$ cat config.mk
export PLATFORM = sky130hd
export DESIGN_NAME = kf_dma_bus_control_param_flat
export DESIGN_NICKNAME = d
export VERILOG_FILES = /design/src/rtl/kf_dma_bus_control_param_if.sv /design/src/rtl/kf_dma_bus_control_param.sv /design/src/flat_wrapper.sv
export SDC_FILE = /design/constraint.sdc
export NUM_CORES = 1
export LEC_CHECK = 0
export BUFFER_PORTS_ARGS = -buffer_cell sky130_fd_sc_hd__buf_2
export CAP_MARGIN = 20
export CELL_PAD_IN_SITES_DETAIL_PLACEMENT = 1
export CELL_PAD_IN_SITES_GLOBAL_PLACEMENT = 2
export CORE_ASPECT_RATIO = 1.1
export CORE_MARGIN = 3
export CORE_UTILIZATION = 35
export DETAILED_ROUTE_END_ITERATION = 16
export PLACE_DENSITY_LB_ADDON = 0.1
export SETUP_SLACK_MARGIN = 0.3
export SLEW_MARGIN = 20
export SYNTH_ARGS = -nofsm -noshare
export SYNTH_HDL_FRONTEND = slang
export SYNTH_SLANG_ARGS = --single-unit
$ cat constraint.sdc
create_clock -name clock -period 2.35 [get_ports clock]
set_clock_uncertainty 0.05 [all_clocks]
set_input_delay 0.1175 -clock clock [delete_from_list [all_inputs] [get_ports clock]]
set_output_delay 0.1175 -clock clock [all_outputs]
set_load 0.1 [all_outputs]
$ cat src/rtl/kf_dma_bus_control_param_if.sv
// CPU-side bus pins of the KF DMA bus front-end: select, strobes, address,
// write data and the DMA bus-ownership lock.
interface kf_dma_bus_control_param_if #(
  parameter int ADDR_W = 4
) ();
  logic              chip_select_n;
  logic              io_read_n;
  logic              io_write_n;
  logic [ADDR_W-1:0] address;
  logic [7:0]        data_in;
  logic              lock_bus_control;

  modport master (
    output chip_select_n, io_read_n, io_write_n, address, data_in, lock_bus_control
  );

  modport slave (
    input chip_select_n, io_read_n, io_write_n, address, data_in, lock_bus_control
  );
endinterface

$ cat src/rtl/kf_dma_bus_control_param.sv
// KF DMA bus front-end: turns CPU I/O accesses into one-cycle register strobes,
// owns the low/high byte pointer and defers a single write while the DMA holds the bus.
module kf_dma_bus_control_param #(
  parameter int NUM_CH = 4,
  parameter int ADDR_W = 4
) (
  input  logic                      clock,
  input  logic                      reset,
  kf_dma_bus_control_param_if.slave bus,
  output logic [7:0]                internal_data_bus,
  output logic                      write_high_byte,
  output logic [NUM_CH-1:0]         write_address,
  output logic [NUM_CH-1:0]         write_count,
  output logic                      write_command,
  output logic                      write_request,
  output logic                      write_single_mask,
  output logic                      write_mode,
  output logic                      write_all_mask,
  output logic                      clear_byte_pointer,
  output logic                      master_clear,
  output logic                      clear_mask,
  output logic                      byte_pointer,
  output logic [NUM_CH-1:0]         read_address,
  output logic [NUM_CH-1:0]         read_count,
  output logic                      read_status,
  output logic                      read_temporary,
  output logic                      write_pending,
  output logic                      overrun
);
  localparam int CTRL_BASE = 2 ** (ADDR_W - 1);

  function automatic logic [NUM_CH-1:0] chan_dec(input logic [ADDR_W-1:0] a,
                                                 input logic count_reg);
    logic [NUM_CH-1:0] hit;
    for (int n = 0; n < NUM_CH; n++) begin
      hit[n] = (a[0] == count_reg) && (a[ADDR_W-1:1] == (ADDR_W-1)'(n));
    end
    return hit;
  endfunction

  function automatic logic chan_any(input logic [ADDR_W-1:0] a);
    return 32'(a) < 32'(2 * NUM_CH);
  endfunction

  // Compared at 32 bits so offsets past the top of a narrow address space never alias.
  function automatic logic ctrl_hit(input logic [ADDR_W-1:0] a, input int off);
    return 32'(a) == 32'(CTRL_BASE + off);
  endfunction

  logic              lock_s;
  logic              wr_act_s, wr_act_r, wr_end_s;
  logic              rd_act_s, rd_act_r, rd_end_s;
  logic [ADDR_W-1:0] wr_addr_r, rd_addr_r, pend_addr_r, issue_addr_s;
  logic [7:0]        wr_data_r, pend_data_r, issue_data_s;
  logic              issue_s, store_s, drop_s;
  logic [NUM_CH-1:0] wa_next_s, wc_next_s;
  logic [7:0]        ctrl_next_s;
  logic              ch_wr_s, rd_tog_s, bp_next_s, ov_next_s;
  logic              rd_live_s;

  assign lock_s    = bus.lock_bus_control;
  assign wr_act_s  = ~bus.chip_select_n & ~bus.io_write_n;
  assign rd_act_s  = ~bus.chip_select_n & ~bus.io_read_n;
  assign wr_end_s  = wr_act_r & ~wr_act_s;
  assign rd_end_s  = rd_act_r & ~rd_act_s;
  assign rd_live_s = rd_act_s & ~lock_s & ~reset;

  // Choose what to issue: a held write always wins over a newly ended one, which is then dropped.
  always_comb begin
    issue_s      = 1'b0;
    store_s      = 1'b0;
    drop_s       = 1'b0;
    issue_addr_s = wr_addr_r;
    issue_data_s = wr_data_r;
    if (write_pending) begin
      drop_s       = wr_end_s;
      issue_s      = ~lock_s;
      issue_addr_s = pend_addr_r;
      issue_data_s = pend_data_r;
    end else begin
      issue_s = wr_end_s & ~lock_s;
      store_s = wr_end_s & lock_s;
    end
  end

  // Decode the issued address into next-cycle strobes.
  always_comb begin
    wa_next_s   = '0;
    wc_next_s   = '0;
    ctrl_next_s = 8'h00;
    ch_wr_s     = 1'b0;
    if (issue_s) begin
      wa_next_s = chan_dec(issue_addr_s, 1'b0);
      wc_next_s = chan_dec(issue_addr_s, 1'b1);
      ch_wr_s   = chan_any(issue_addr_s);
      for (int k = 0; k < 8; k++) begin
        ctrl_next_s[k] = ctrl_hit(issue_addr_s, k);
      end
    end else begin
      ch_wr_s = 1'b0;
    end
  end

  // Byte pointer and overrun next state; clears override toggles, XOR cancels a double toggle.
  always_comb begin
    rd_tog_s  = rd_end_s & ~lock_s & chan_any(rd_addr_r);
    bp_next_s = byte_pointer;
    ov_next_s = overrun;
    if (ctrl_next_s[4] | ctrl_next_s[5]) begin
      bp_next_s = 1'b0;
    end else begin
      bp_next_s = byte_pointer ^ ch_wr_s ^ rd_tog_s;
    end
    if (drop_s) begin
      ov_next_s = 1'b1;
    end else if (ctrl_next_s[5]) begin
      ov_next_s = 1'b0;
    end else begin
      ov_next_s = overrun;
    end
  end

  // Access capture, deferred-write holding register and pointer/overrun state.
  always_ff @(posedge clock or posedge reset) begin
    if (reset) begin
      wr_act_r          <= 1'b0;
      rd_act_r          <= 1'b0;
      wr_addr_r         <= '0;
      wr_data_r         <= 8'h00;
      rd_addr_r         <= '0;
      pend_addr_r       <= '0;
      pend_data_r       <= 8'h00;
      write_pending     <= 1'b0;
      byte_pointer      <= 1'b0;
      overrun           <= 1'b0;
      internal_data_bus <= 8'h00;
    end else begin
      wr_act_r <= wr_act_s;
      rd_act_r <= rd_act_s;
      if (wr_act_s) begin
        wr_addr_r <= bus.address;
        wr_data_r <= bus.data_in;
      end
      if (rd_act_s) begin
        rd_addr_r <= bus.address;
      end
      if (store_s) begin
        pend_addr_r <= wr_addr_r;
        pend_data_r <= wr_data_r;
      end
      write_pending <= store_s | (write_pending & ~issue_s);
      byte_pointer  <= bp_next_s;
      overrun       <= ov_next_s;
      if (issue_s) begin
        internal_data_bus <= issue_data_s;
      end
    end
  end

  // One-cycle write strobes, registered from the issue decode.
  always_ff @(posedge clock or posedge reset) begin
    if (reset) begin
      write_address      <= '0;
      write_count        <= '0;
      write_command      <= 1'b0;
      write_request      <= 1'b0;
      write_single_mask  <= 1'b0;
      write_mode         <= 1'b0;
      clear_byte_pointer <= 1'b0;
      master_clear       <= 1'b0;
      clear_mask         <= 1'b0;
      write_all_mask     <= 1'b0;
      write_high_byte    <= 1'b0;
    end else begin
      write_address      <= wa_next_s;
      write_count        <= wc_next_s;
      write_command      <= ctrl_next_s[0];
      write_request      <= ctrl_next_s[1];
      write_single_mask  <= ctrl_next_s[2];
      write_mode         <= ctrl_next_s[3];
      clear_byte_pointer <= ctrl_next_s[4];
      master_clear       <= ctrl_next_s[5];
      clear_mask         <= ctrl_next_s[6];
      write_all_mask     <= ctrl_next_s[7];
      write_high_byte    <= ch_wr_s & byte_pointer;
    end
  end

  // Read selects follow the live bus; the lock blocks them outright.
  always_comb begin
    if (rd_live_s) begin
      read_address   = chan_dec(bus.address, 1'b0);
      read_count     = chan_dec(bus.address, 1'b1);
      read_status    = ctrl_hit(bus.address, 0);
      read_temporary = ctrl_hit(bus.address, 5);
    end else begin
      read_address   = '0;
      read_count     = '0;
      read_status    = 1'b0;
      read_temporary = 1'b0;
    end
  end
endmodule

$ cat src/flat_wrapper.sv
// flat-port wrapper written by rule: the top's interface ports become plain ports
module kf_dma_bus_control_param_flat 
#(
  parameter int NUM_CH = 4,
  parameter int ADDR_W = 4
)
  (clock, reset, internal_data_bus, write_high_byte, write_address, write_count, write_command, write_request, write_single_mask, write_mode, write_all_mask, clear_byte_pointer, master_clear, clear_mask, byte_pointer, read_address, read_count, read_status, read_temporary, write_pending, overrun, bus_chip_select_n, bus_io_read_n, bus_io_write_n, bus_address, bus_data_in, bus_lock_bus_control);
  kf_dma_bus_control_param_if #(.ADDR_W(ADDR_W)) bus_i ();
  input  logic clock;
  input  logic reset;
  output logic [7:0] internal_data_bus;
  output logic write_high_byte;
  output logic [NUM_CH-1:0] write_address;
  output logic [NUM_CH-1:0] write_count;
  output logic write_command;
  output logic write_request;
  output logic write_single_mask;
  output logic write_mode;
  output logic write_all_mask;
  output logic clear_byte_pointer;
  output logic master_clear;
  output logic clear_mask;
  output logic byte_pointer;
  output logic [NUM_CH-1:0] read_address;
  output logic [NUM_CH-1:0] read_count;
  output logic read_status;
  output logic read_temporary;
  output logic write_pending;
  output logic overrun;
  input wire logic [$bits(bus_i.chip_select_n)-1:0] bus_chip_select_n;
  input wire logic [$bits(bus_i.io_read_n)-1:0] bus_io_read_n;
  input wire logic [$bits(bus_i.io_write_n)-1:0] bus_io_write_n;
  input wire logic [$bits(bus_i.address)-1:0] bus_address;
  input wire logic [$bits(bus_i.data_in)-1:0] bus_data_in;
  input wire logic [$bits(bus_i.lock_bus_control)-1:0] bus_lock_bus_control;
  assign bus_i.chip_select_n = bus_chip_select_n;
  assign bus_i.io_read_n = bus_io_read_n;
  assign bus_i.io_write_n = bus_io_write_n;
  assign bus_i.address = bus_address;
  assign bus_i.data_in = bus_data_in;
  assign bus_i.lock_bus_control = bus_lock_bus_control;
  kf_dma_bus_control_param #(.NUM_CH(NUM_CH), .ADDR_W(ADDR_W)) u_core (.clock(clock), .reset(reset), .bus(bus_i), .internal_data_bus(internal_data_bus), .write_high_byte(write_high_byte), .write_address(write_address), .write_count(write_count), .write_command(write_command), .write_request(write_request), .write_single_mask(write_single_mask), .write_mode(write_mode), .write_all_mask(write_all_mask), .clear_byte_pointer(clear_byte_pointer), .master_clear(master_clear), .clear_mask(clear_mask), .byte_pointer(byte_pointer), .read_address(read_address), .read_count(read_count), .read_status(read_status), .read_temporary(read_temporary), .write_pending(write_pending), .overrun(overrun));
endmodule
==> results of run 1 <==
==> power by group through the flow <==
stage	clock network [mW]	logic [mW]	registers [mW]
finish	0.520	0.945	1.24
global route	0.588	0.998	1.27
CTS	0.542	0.955	1.24
detailed placement	0	0.944	1.26
global placement	0	0.922	1.24
floorplan	0	0.290	1.71
==> path summary, 6_finish.rpt <==
kind | startpoint | to | slack [ns] | cells past startpoint
max | bus_chip_select_n | read_address[0] | 0.44 | 5
min | bus_address[0] | u_core.wr_addr_r[0]$_DFFE_PP0P_ | 0.08 | 3
max reg2reg | u_core.write_pending$_DFF_PP0_ | u_core.byte_pointer$_DFF_PP0_ | 0.61 | 6
min reg2reg | u_core.pend_data_r[1]$_DFFE_PP0P_ | u_core.pend_data_r[1]$_DFFE_PP0P_ | 0.44 | 1
max in group asynchronous | reset | u_core.write_pending$_DFF_PP0_ | 1.24 | 4
min in group asynchronous | reset | u_core.write_count[0]$_DFF_PP0_ | 0.53 | 4
==> cells by family (layout without fill, tap and decap cells) <==
kind of cell             Yosys count  in the layout  synth area share, %
flip-flops                        55             55                 58.1
AND/OR/NAND/NOR                   52             52                 12.8
multiplexers                      42             42                 19.9
AO/OA/AOI/OAI                     18             18                 6.34
buffers and inverters             12             82                 2.38
adder cells (fa/ha/maj)            1              1                0.528
==> timing repair <==
| item | in CTS | in global routing |
|---|---|---|
| endpoints found under the setup margin | 0 | 1 |
| resized for setup | 0 | 1 |
| hold buffers | 8 | 1 |
| hold endpoints to repair | 53 | 1 |
==> area by class of cell <==
cell class / count / area (um2)
Inverter: 5 / 18.8
Fill cell: 696 / 3400
Clock buffer: 6 / 72.6
Sequential cell: 55 / 1380
Clock inverter: 2 / 16.3
Multi-Input combinational cell: 113 / 988
Timing Repair Buffer: 69 / 405
Tap cell: 80 / 100
==> layout by cell type (no fill, tap or decap), drive strengths merged <==
master       instances
ha                   1
or3b                 1
o311a                1
or2                  1
o221ai               4
and2                 1
buf                 59
and4                 1
clkbuf               7
inv                  6
mux2i                2
dlygate4sd3          9
nor3                 7
nor4                 3
nand3                1
a21oi                3
and3b                4
o21ai                2
clkinvlp             1
nor3b                5
a211oi               1
and3                 2
a31oi                3
o21a                 1
nand2b               1
nand2                3
mux2                40
nor2                21
o31a                 1
nand3b               1
dfrtp               55
o221a                1
a221o                1
==> cells in the mapped netlist, types with 2 or more instances <==
| cell | n |
|---|---|
| a21oi_1 | 2 |
| a31oi_1 | 3 |
| and3_1 | 2 |
| and3b_1 | 4 |
| buf_2 | 3 |
| buf_4 | 2 |
| clkbuf_1 | 2 |
| dfrtp_1 | 55 |
| inv_1 | 3 |
| inv_2 | 2 |
| mux2_1 | 10 |
| mux2_2 | 30 |
| mux2i_1 | 2 |
| nand2_1 | 3 |
| nor2_1 | 21 |
| nor3_1 | 6 |
| nor3b_1 | 4 |
| nor4_1 | 2 |
| o221ai_1 | 4 |
==> state kept, by name, indices dropped and copies added (netlist names), 4 cells and up <==
signal	flops
u_core.internal_data_bus	8
u_core.pend_data_r	8
u_core.wr_data_r	8
u_core.pend_addr_r	4
u_core.wr_addr_r	4
u_core.write_address	4
u_core.write_count	4
==> worst reg2reg max path, cell delays in order, from the launching register on <==
cell	delay, ns
dfrtp_2	0.58
inv_2	0.13
a21oi_4	0.14
and2_1	0.15
ha_1	0.24
and4_1	0.18
a211oi_1	0.18
==> per-layer routing <==
layer	track usage [%]	part of all wire (%)
met1	18.0	39
met5	0	0
met2	28.2	56
met3	2.79	3.3
met4	4.49	1.8
==> per-stage QoR <==
stage | util [%] | cells | instance area (um2) | setup TNS (ns)
2_1_floorplan | - | 180 | 2430 | -0.00249
3_3_place_gp | 43.8 | 313 | 2800 | 0
3_5_place_dp | 43.8 | 313 | 2800 | 0
4_1_cts | 46.5 | 329 | 2970 | 0
5_1_grt | 46.7 | 330 | 2980 | 0
6_report | 46.7 | 330 | 2980 | 0
==> metrics.txt, run 1 <==
Detail Route Antenna Nets 0; status complete, no violations; CP Cell Sequence buf_2, nor4_4, or3b_1, nor3_4, buf_2; Yosys top cell by area dfrtp_1; WP data required around 2.2 ns; final number of setup-violating endpoints 0; Num CTS Buffers 5; CP delay by family, top simple AND/OR/NAND/NOR gates; # nets final around 270; Top FF cell, synth dfrtp_1; clk sinks 55; CTS root buf clkbuf_8; max-slew violations 0; Clock Path Buffers 2; GRT Residual Overflow 0; Reg clk slew, reported paths about 0.09 ns; IO Port Bufs 55; share of layout cells above drive strength 1 between 40% and 50%; CTS tree done; final hold violations 0; Cell Area, Synth roughly 2400 um2; peak supply drop around 600 uV; crit path launch type input port; Post-Route WL around 5700 um; Syn Area/Cell between 10 and 15 um2; total core area 6380 um2; WS Path Type input port to primary output; power share of the combinational group 35.0%; GRT Util Overall between 15 and 20%; gpl congestion roughly 0.79; Rows 30; initial antenna violation count 0; first-pass GRT wire length approximately 9400 um; Seq/Total Area, Yosys approximately three fifths; Clk pwr share 19.3%; P_int approximately 1.6 mW; Seq pwr share 45.8%; gate count after technology mapping 180; Post-CTS Setup Inserts 0; area of the die between 7000 and 8000 um2; Die X 84.4 um; maxcap violations 0; vias post-DR about 1700; Max-slew headroom 54.9%; CP Max Fanout 5; fmax about 0.52 GHz; Power Dens Cells between 900 and 1000 nW/um2; total power between 2 and 3 mW; RSZ-0062 raised after global routing no; #FFs+latches synth 55; height of the die 92.3 um; final period utilization roughly four fifths; Layout area overhead 25.8%; Yosys warning count 0; vias in the first global route around 1800; routed wire length per instance between 15 and 20 um; CP Data Arrival Time 1.75 ns; FFs w/ async S/R, synth 100%; LEAKAGE roughly 1.4 nW; Switching Power approximately 1.1 mW; initial core utilization ~37%; library cells used by synthesis 39; dominant cells by area after synthesis dfrtp_1 (58%), mux2_2 (14%), mux2_1 (4.8%), nor2_1 (3.3%), and3b_1 (1.5%); Min Clock Period, post-route 1.91 ns; vias per inst ~5.2; CP max stage delay about 0.51 ns; I/O pins 56; syn_nets about 200; largest net degree at the start of global routing between 50 and 60; H-tree lvl count 2; DRC 0; Worst Path Buf+Inv 2; diodes inserted 0; Worst setup EP type primary output; Setup WS pre-CTS approximately 0.36 ns; Tightest Pin Transition ~0.68 ns; DR pass1 iterations 3; initial DRC count 91; sw frac a little over two fifths; Most common cell on crit path buf_2; Hold WC Path Type input port to flop; Synth top area share around three fifths; final worst slack 0.436 ns; number of synthesized flops with an enable pin 0; worst hold slack between 0.08 and 0.09 ns; clock latency at the later pin of the worst-skew pair 0.30 ns; DP HPWL 4230 um; slowest cell on the critical path or3b_1
Power figures use the tool's default switching activity.
==> run 2: changes to the inputs <==
Clock period 2.35 ns to 1.8 ns, I/O delays scaled along.
==> run 2 against run 1 <==
Utilization is 9.2 points higher. Cell count is 3.9% higher. Die area stayed put. Routed wire length is 7.5% higher. Count of clock-buffer cells in the layout is 1 lower. Sequential share of layout area is 7.6 points lower. Critical endpoint is now u_core.internal_data_bus[3]$_DFFE_PP0P_. Highest routed layer unchanged.
==> metrics.txt, run 2 (synthesized netlist as in run 1, its figures left out) <==
initial core utilization 37.1% (unchanged); largest net degree at the start of global routing 56 (unchanged); fmax 0.641 GHz; area occupied by multi-input gates 1210 um2 (was 988 um2); WP data required 1.97 ns (was 2.18 ns); vias per inst 5.05 (was 5.17); final hold violations 0 (unchanged); FF-to-FF path depth 3 (was 6); max-slew violations 0 (unchanged); routed wire length per instance 17.7 um (was 17.2 um); status complete, no violations (unchanged); RSZ-0062 raised after global routing yes (was no); I/O pins 56 (unchanged); Worst setup EP type flop (was primary output); Max-slew headroom 67.6% (was 54.9%); commonest non-fill, non-tap cell in the layout dfrtp_1; Reg clk slew, reported paths 0.11 ns (was 0.09 ns); share of layout cells above drive strength 1 60.1% (was 46.8%); final period utilization between 80 and 90%; vias post-DR 1732 (was 1706); # nets final 281 (was 268); initial DRC count 48 (was 91); LEAKAGE 1.61 nW (was 1.39 nW); CTS root buf clkbuf_8 (unchanged); Clock Path Buffers 2 (unchanged); Setup WS pre-CTS 0.165 ns (was 0.359 ns); DRC 0 (unchanged); WS Path Type flop to flop (was input port to primary output); total core area 6380 um2 (unchanged); Num CTS Buffers 5 (unchanged); FF/Latch Area 1380 um2 (unchanged); final number of setup-violating endpoints 0 (unchanged); IO Port Bufs 55 (unchanged); Detail Route Antenna Nets 0 (unchanged); initial antenna violation count 0 (unchanged); gpl congestion 0.774 (was 0.790); WHS Path Cells 3 (unchanged); CP Data Arrival Time 1.73 ns (was 1.75 ns); Layout area overhead 50.7% (was 25.8%); Post-Route WL 6090 um (was 5660 um); peak supply drop 799 uV (was 600 uV); first-pass GRT wire length 10100 um (was 9410 um); Power Dens Cells 1060 nW/um2 (was 907 nW/um2); Rows 30 (unchanged); height of the die 92.3 um (unchanged); diodes inserted 0 (unchanged); Largest regs u_core.internal_data_bus x8, u_core.pend_data_r x8, u_core.wr_data_r x8 (unchanged); filler cell count 657 (was 696); CTS tree done (unchanged); clk sinks 55 (unchanged); CP Max Fanout 11 (was 5); Final Util 55.9% (was 46.7%); worst hold slack 0.0704 ns (was 0.0827 ns); area of the die 7790 um2 (unchanged); Hold WC Path Type input port to flop (unchanged); DP HPWL 4110 um (was 4230 um); clock latency at the later pin of the worst-skew pair 0.32 ns (was 0.30 ns); GRT Util Overall 16.3% (was 15.3%); Die X 84.4 um (unchanged); DR pass1 iterations 2 (was 3); Min Clock Period, post-route between 1.5 and 2 ns; crit path launch type flop (was input port); maxcap violations 0 (unchanged); most frequent cells in the layout dfrtp_1 (54), buf_2 (41), mux2_2 (28) (was buf_2 (54), dfrtp_1 (54), mux2_2 (30)); H-tree lvl count 2 (unchanged); vias in the first global route 1934 (was 1847); Tightest Pin Transition 0.490 ns (was 0.676 ns); GRT Residual Overflow 0 (unchanged); final worst slack 0.239 ns (was 0.436 ns)
[run 2: worst max-delay path, stage by stage (launching register included)]
cell and delay, ns:
dfrtp_2 0.49, bufbuf_16 0.32, mux2_2 0.34, mux2_2 0.26
[run 2: path summary, 6_finish.rpt]
check,endpoint,slack (ns),start
worst max-delay path,u_core.internal_data_bus[3]$_DFFE_PP0P_,0.24,u_core.write_pending$_DFF_PP0_
worst max register to register,u_core.internal_data_bus[3]$_DFFE_PP0P_,0.24,u_core.write_pending$_DFF_PP0_
worst min register to register,u_core.internal_data_bus[3]$_DFFE_PP0P_,0.47,u_core.internal_data_bus[3]$_DFFE_PP0P_
min in group asynchronous,u_core.rd_act_r$_DFF_PP0_,0.44,reset
worst min-delay path,u_core.wr_addr_r[0]$_DFFE_PP0P_,0.07,bus_address[0]
max in group asynchronous,u_core.overrun$_DFFE_PP0P_,1.01,reset
[run 2: where the power goes]
part | switching (mW) | total, mW | internal, mW
clock | 0.434 | 0.720 | 0.286
sequential | 0.189 | 1.64 | 1.45
combinational | 0.961 | 1.43 | 0.467
[run 2: area by class of cell]
class	count	area share (%)
clock buffers	5	1.93
clock inverters	3	0.771
inverters	5	0.596
multi-input cells	113	33.8
flip-flops and latches	55	38.6
well taps	80	2.81
repair buffers	82	21.5
[run 2: stage by stage]
step	area, um2	total power, mW	TNS, ns	cells
after global routing	3570	3.96	0	343
after detailed placement	3070	2.90	0	316
final	3570	3.79	0	343
after floorplan	2510	2.61	-0.309	180
after global placement	3070	2.85	0	316
after CTS	3440	3.71	0	340
[run 2: metal layers]
| layer | share of wire, % | track usage (%) | up-vias |
|---|---|---|---|
| li1 | - | - | 815 |
| met4 | 1.6 | 6.07 | 0 |
| met2 | 53 | 28.7 | 33 |
| met5 | 0 | 0 | - |
| met3 | 4.3 | 3.86 | 7 |
| met1 | 41 | 19.2 | 877 |
[run 2: timing repair]
| item | 4_1_cts | 5_1_grt |
|---|---|---|
| gates resized for setup | 18 | 25 |
| gates cloned | 2 | 1 |
| hold buffers | 10 | 0 |
| pin swaps | 4 | 3 |
| setup buffers | 4 | 2 |
| endpoints found under the setup margin | 40 | 40 |
| hold endpoints to repair | 64 | 0 |
